===== src/rtl/cmp_pkg.sv =====
// Shared definitions for the bitwise magnitude comparators: the result codes
// used by the parallel and serial blocks, and the serial block's FSM states.
package cmp_pkg;

    localparam logic [1:0] CMP_INV = 2'b00;
    localparam logic [1:0] CMP_GT  = 2'b01;
    localparam logic [1:0] CMP_LT  = 2'b10;
    localparam logic [1:0] CMP_EQ  = 2'b11;

    typedef enum logic [1:0] {
        IDLE  = 2'd0,
        SHIFT = 2'd1,
        DONE  = 2'd2
    } cmp_state_t;

endpackage


===== src/rtl/serial_bitwise_comparator.sv =====
// Bit-serial magnitude comparator: takes a/b one bit pair per accepted beat,
// MSB first, and reports the parallel comparator's result code after WIDTH beats.
//
// Handshake: a beat transfers on a rising edge where in_valid && in_ready;
// in_ready is high only in SHIFT, and a beat presented together with start is dropped.
module serial_bitwise_comparator
    import cmp_pkg::*;
#(
    parameter int WIDTH = 4
) (
    input  logic       clk,
    input  logic       rst_n,
    input  logic       start,
    input  logic       in_valid,
    input  logic       a_bit,
    input  logic       b_bit,
    output logic       in_ready,
    output logic       busy,
    output logic       done,
    output logic [1:0] o
);

    localparam int CW = $clog2(WIDTH + 1);

    cmp_state_t    state;
    cmp_state_t    state_nx;
    logic [CW-1:0] cnt;
    logic          decided;
    logic [1:0]    code;
    logic          accept;
    logic          last;
    logic [1:0]    beat_code;

    assign accept = (state == SHIFT) && in_valid && !start;
    assign last   = accept && (cnt == CW'(1));

    // The first differing bit (MSB first) settles the order for good.
    always_comb begin
        beat_code = CMP_EQ;
        if (decided) begin
            beat_code = code;
        end else if (a_bit != b_bit) begin
            beat_code = a_bit ? CMP_GT : CMP_LT;
        end
    end

    always_ff @(posedge clk or negedge rst_n) begin
        if (!rst_n) begin
            state <= IDLE;
        end else begin
            state <= state_nx;
        end
    end

    always_comb begin
        state_nx = state;
        in_ready = 1'b0;
        busy     = 1'b0;
        done     = 1'b0;
        case (state)
            IDLE: begin
                if (start) state_nx = SHIFT;
            end
            SHIFT: begin
                in_ready = 1'b1;
                busy     = 1'b1;
                if (start) begin
                    state_nx = SHIFT;
                end else if (last) begin
                    state_nx = DONE;
                end
            end
            DONE: begin
                done     = 1'b1;
                state_nx = start ? SHIFT : IDLE;
            end
            default: state_nx = IDLE;
        endcase
    end

    always_ff @(posedge clk or negedge rst_n) begin
        if (!rst_n) begin
            cnt     <= '0;
            decided <= 1'b0;
            code    <= CMP_INV;
            o       <= CMP_INV;
        end else if (start) begin
            cnt     <= CW'(WIDTH);
            decided <= 1'b0;
            code    <= CMP_INV;
            o       <= CMP_INV;
        end else if (accept) begin
            cnt <= cnt - CW'(1);
            if (!decided && (a_bit != b_bit)) begin
                decided <= 1'b1;
                code    <= beat_code;
            end
            // o stays 00 through the frame and only takes the final code here.
            if (last) o <= beat_code;
        end
    end

endmodule


===== config.mk =====
export PLATFORM = sky130hd
export DESIGN_NAME = serial_bitwise_comparator
export DESIGN_NICKNAME = d
export VERILOG_FILES = /design/src/rtl/cmp_pkg.sv /design/src/rtl/serial_bitwise_comparator.sv
export SDC_FILE = /design/constraint.sdc
export NUM_CORES = 1
export LEC_CHECK = 0
export ABC_AREA = 1
export CAP_MARGIN = 15
export CORE_AREA = 2 2 39 41
export DETAILED_ROUTE_END_ITERATION = 12
export DIE_AREA = 0 0 41 43
export PLACE_DENSITY_LB_ADDON = 0.12
export SLEW_MARGIN = 25
export SYNTH_ARGS = -nofsm -noshare
export SYNTH_HDL_FRONTEND = slang
export SYNTH_SLANG_ARGS = --single-unit

===== constraint.sdc =====
create_clock -name clk -period 1.6 [get_ports clk]
set_clock_uncertainty 0.2 [all_clocks]
set_input_delay 0.48 -clock clk [delete_from_list [all_inputs] [get_ports clk]]
set_output_delay 0.48 -clock clk [all_outputs]
set_load 0.1 [all_outputs]

==> results by group, run 1 <==
Timing
  • RSZ-0062 raised after global routing: true
  • Finish-stage setup viols: 3
  • Max Clk Rate: 561 MHz
  • Slew Limit Fails: 0
  • Final Hold Fails: 0
  • Min Tclk post-route: 1.78 ns
  • Worst Tran Pin Value: 0.228 ns
  • Rel. slew slack: 84.8%
  • Fin worst setup slack: -0.184 ns
  • Tcrit/Tclk final: 111%

Finish
  • Share of layout cells above drive strength 1: 33.0%
  • Final instance area: 842 um2
  • Fill cell count: 134
  • Area growth, synth to finish: 39.3%
  • Antenna Cells: 0
  • Total Nets Final: 106

Synthesis
  • Post-synth top area cell: dfrtp_1
  • Syn Inst Count: 76
  • Ys async rst share: 100%
  • Dominant cells by area after synthesis: dfrtp_1 (41%), nand2_1 (13%), ha_1 (8.3%)
  • Top post-synthesis cells by count: nand2_1 (21), dfrtp_1 (10), inv_1 (8), nor2_1 (6), nand3_1 (5)
  • Most common cell in the netlist: nand2_1
  • Yosys reg bits: 10
  • Post-Syn Area: 604 um2
  • Number of synthesized flops with an enable pin: 0
  • Synth top area share: 41.4%
  • Yosys warning count: 0
  • Sequential area share after synthesis: 41.4%
  • Mapped Nets: 86
  • Avg Cell Area, Syn: 7.95 um2
  • Post-synth cell types: 18
  • Top FF cell, synth: dfrtp_1

Global routing
  • Largest net degree at the start of global routing: 11
  • GRT Residual Overflow: 0
  • First-pass GRT wire length: 2.04 mm
  • Initial antenna violation count: 0
  • Vias in the first global route: 512
  • Total GRT Usage: 17.1%

Run status
  • Status: finished with violations
  • Failing checks: setup timing

Pwr
  • Peak supply drop: 0.431 mV
  • Pwr Total: 0.724 mW
  • Psw: 0.259 mW
  • PD cells: 860 nW/um2
  • Pint: 0.465 mW
  • Sw frac: 35.8%
  • Static Leak: 0.436 nW
  • Reg power frac: 41.2%
  • Clock power share: 22.6%
  • Comb pwr share: 36.2%

Route
  • DRC violations left: 0
  • Detailed Route WL: 1.15 mm
  • Vias: 526
  • Wirelength per Cell: 10.4 um
  • Detailed-route vias per instance: 4.78
  • Drt first pass iters: 4
  • Iter 0 DRT Violations: 9
  • Post-route ant nets: 0

Worst setup path
  • Startpoint Class: flip-flop
  • Worst EP arrival: 1.10 ns
  • Crit end category: output pin
  • Worst EP required: 0.92 ns
  • Max FO, Critical Path: 3
  • Crit path kind: flip-flop to output pin

CTS
  • H-Tree Depth: 1
  • Cts hold-fix bufs: 0
  • Longest Clk Path Bufs: 2
  • Clock transition at path regs: 0.06 ns
  • Clk_lat worst skew: 0.26 ns
  • Clock buffer count from CTS: 3
  • CTS tree: done
  • Clock sinks: 10
  • CTS root buffer: clkbuf_4

Floorplan
  • Die Ht: 43 um
  • Die area: 1760 um2
  • Core area: 1380 um2
  • Die W: 41 um
  • Row Count: 14
  • Ports: 11
  • Initial Util: 43.7%

Place
  • Estimated wirelength of the detail-placed design: 909 um
  • IO Port Bufs: 10
  • Post-Place Cell Area: 807 um2
  • Final RePlAce weighted congestion: 0.747

Run
  • # Max-Cap Violations: 0

Worst hold path
  • Hold crit path type: primary input to asynchronous set/reset pin
flip-flops by register name (all words and copies together) (netlist names):
register  count
state         2
cnt           3
o             2
code          2
decided       1
path summary, 6_finish.rpt:
path	startpoint	depth (start not counted)	slack [ns]	to
worst max-delay path	state[0]	3	-0.18	busy
max in group asynchronous	rst_n	2	0.75	cnt[0]
worst max register to register	state[0]	7	0.14	code[0]
worst min register to register	code[0]	2	0.34	code[0]
min in group clk	code[0]	2	0.34	code[0]
worst min-delay path	rst_n	2	0.30	state[1]
layout by cell type (no fill, tap or decap), types with 4 or more instances in the layout:
cell,count
inv_1,7
nand3_1,4
nand2_1,21
nor2_1,4
nor2_2,5
dfrtp_1,10
buf_4,6
buf_12,5
ha_1,4
inv_2,4
power by group through the flow:
stage               registers, mW  clock network [mW]  logic, mW
floorplan                   0.312                   0      0.169
global placement            0.301                   0      0.257
detailed placement          0.302                   0      0.260
CTS                         0.298               0.167      0.260
global route                0.302               0.184      0.288
finish                      0.298               0.164      0.262
routing by layer:
metal	part of all wire, %	global-route usage, %
met5	0	0
met1	50	24.0
met2	44	24.7
met4	1.8	8.00
met3	4.2	3.14
critical path, stage by stage, from the launching register on:
cell and delay, ns:
dfrtp_1 0.41, inv_2 0.07, nor2_4 0.16, buf_12 0.20
metrics by stage:
stage               hold WS [ns]  util [%]  setup TNS [ns]  std cells  setup slack, ns
global route               0.340      60.8          -0.639        110           -0.221
global placement           0.317      58.3           -1.87        106           -0.367
floorplan                -0.0156         -          -0.830         76           -0.345
detailed placement         0.323      58.3           -1.96        106           -0.389
finish                     0.300      60.8          -0.497        110           -0.184
CTS                        0.304      60.3          -0.515        109           -0.190
cells by family after synthesis:
family	count (synthesis)	share of synthesized area, %
flip-flops	10	41.4
adder cells (fa/ha/maj)	4	8.28
AO/OA/AOI/OAI	7	6.42
buffers and inverters	12	8.08
AND/OR/NAND/NOR	43	35.8
repair_timing:
item,in CTS,in global routing
endpoints found under the setup margin,6,3
resized for setup,4,0
setup buffers,0,1
pin swaps,5,0
final cells by class:
type	instances	area, um2	share of cell area, %
timing repair buffer	16	193	22.9
sequential	10	250	29.7
clock buffer	3	22.5	2.67
inverter	11	41.3	4.90
multi-input combinational	54	315	37.4
tap	16	20.0	2.38
(Power assumes the default switching activity.)
==> run 2, diff against run 1 <==
--- a/config.mk
+++ b/config.mk
@@ -10,7 +10,9 @@
 export CORE_AREA = 2 2 39 41
 export DETAILED_ROUTE_END_ITERATION = 12
 export DIE_AREA = 0 0 41 43
+export DONT_BUFFER_PORTS = 1
 export PLACE_DENSITY_LB_ADDON = 0.12
+export SKIP_CTS_REPAIR_TIMING = 1
 export SLEW_MARGIN = 25
 export SYNTH_ARGS = -nofsm -noshare
 export SYNTH_HDL_FRONTEND = slang
==> results by group, run 2 (synthesis results as in run 1) <==
Run status
  • Status: finished with violations
  • Failing checks: setup timing

Floorplan
  • Initial Util: 43.7%
  • Die W: 41 um
  • Ports: 11
  • Die area: 1760 um2
  • Row Count: 14
  • Die Ht: 43 um
  • Core area: 1380 um2

Route
  • Wirelength per Cell: 10.8 um
  • Detailed-route vias per instance: 4.68
  • Vias: 477
  • Post-route ant nets: 0
  • Drt first pass iters: 4
  • DRC violations left: 0
  • Iter 0 DRT Violations: 3
  • Detailed Route WL: 1.10 mm

Timing
  • Slew Limit Fails: 0
  • Tcrit/Tclk final: 111%
  • RSZ-0062 raised after global routing: true
  • Rel. slew slack: 69.0%
  • Final Hold Fails: 0
  • Max Clk Rate: 563 MHz
  • Min Tclk post-route: 1.78 ns
  • Worst Tran Pin Value: 0.463 ns
  • Finish-stage setup viols: 3
  • Fin worst setup slack: -0.178 ns

CTS
  • Longest Clk Path Bufs: 2
  • Clock transition at path regs: 0.07 ns
  • CTS tree: done
  • CTS root buffer: clkbuf_4
  • Clock buffer count from CTS: 3
  • Clk_lat worst skew: 0.28 ns
  • Clock sinks: 10
  • H-Tree Depth: 1

Global routing
  • First-pass GRT wire length: 1.70 mm
  • Initial antenna violation count: 0
  • Largest net degree at the start of global routing: 11
  • Total GRT Usage: 14.8%
  • Vias in the first global route: 412
  • GRT Residual Overflow: 0

Finish
  • Total Nets Final: 97
  • Most frequent cells in the layout: nand2_1 (21), dfrtp_1 (10), inv_1 (7)
  • Fin util: 54.6%
  • Commonest non-fill, non-tap cell in the layout: nand2_1
  • Largest Register: cnt
  • Max reg flops: 3
  • Antenna Cells: 0
  • Share of layout cells above drive strength 1: 29.1%
  • Area growth, synth to finish: 25.1%

Place
  • Estimated wirelength of the detail-placed design: 852 um
  • Final RePlAce weighted congestion: 0.770
  • IO Port Bufs: 0

Worst setup path
  • Max FO, Critical Path: 3
  • Crit path kind: flip-flop to output pin
  • Startpoint Class: flip-flop
  • Worst EP arrival: 1.10 ns
  • Crit end category: output pin
  • Worst EP required: 0.92 ns

Pwr
  • Pwr Total: 0.766 mW
  • Static Leak: 0.398 nW
  • PD cells: 1010 nW/um2
  • Peak supply drop: 0.686 mV

Run
  • # Max-Cap Violations: 0

Worst hold path
  • Hold crit path type: primary input to flip-flop
[run 2: worst max-delay path, stage by stage, from the launching register on]
cell and delay, ns:
dfrtp_1 0.41, inv_2 0.07, nor2_4 0.15, buf_12 0.19
[run 2: report_power, final]
part | internal (mW) | switching (mW)
clock network | 0.139 | 0.101
registers | 0.278 | 0.0176
logic | 0.0788 | 0.153
[run 2: path summary, 6_finish.rpt]
check,endpoint,slack (ns),from,depth (start not counted)
setup / recovery,busy,-0.18,state[0],3
hold / removal,decided,0.05,start,1
setup reg to reg,code[1],0.28,state[0],6
hold reg to reg,o[0],0.31,o[0],2
max in group asynchronous,code[0],0.50,rst_n,1
min in group asynchronous,cnt[0],0.39,rst_n,1
[run 2: cell type report]
cell class                      count  area (um2)
Tap cell                           16        20.0
Fill cell                         143         628
Timing Repair Buffer                7         100
Inverter                           11        41.3
Multi-Input combinational cell     54         308
Clock buffer                        4        36.3
Sequential cell                    10         250
[run 2: through the flow]
stage	TNS [ns]	std cells	hold slack, ns	setup WS, ns	cell area, um2
after floorplan	-0.830	76	-0.0156	-0.345	619
after global placement	0	97	-0.0153	0.108	702
after detailed placement	0	97	-0.0153	0.0958	702
after CTS	-0.590	101	-0.318	-0.216	738
after global routing	-0.598	102	0.0443	-0.210	756
final	-0.493	102	0.0509	-0.178	756
[run 2: per-layer routing]
metal / up-vias / routed length, um / GRT usage, %
li1: 257 / - / -
met1: 210 / 552 / 21.1
met2: 8 / 474 / 19.4
met3: 2 / 46 / 3.14
met4: 0 / 29 / 10.0
met5: - / 0 / 0
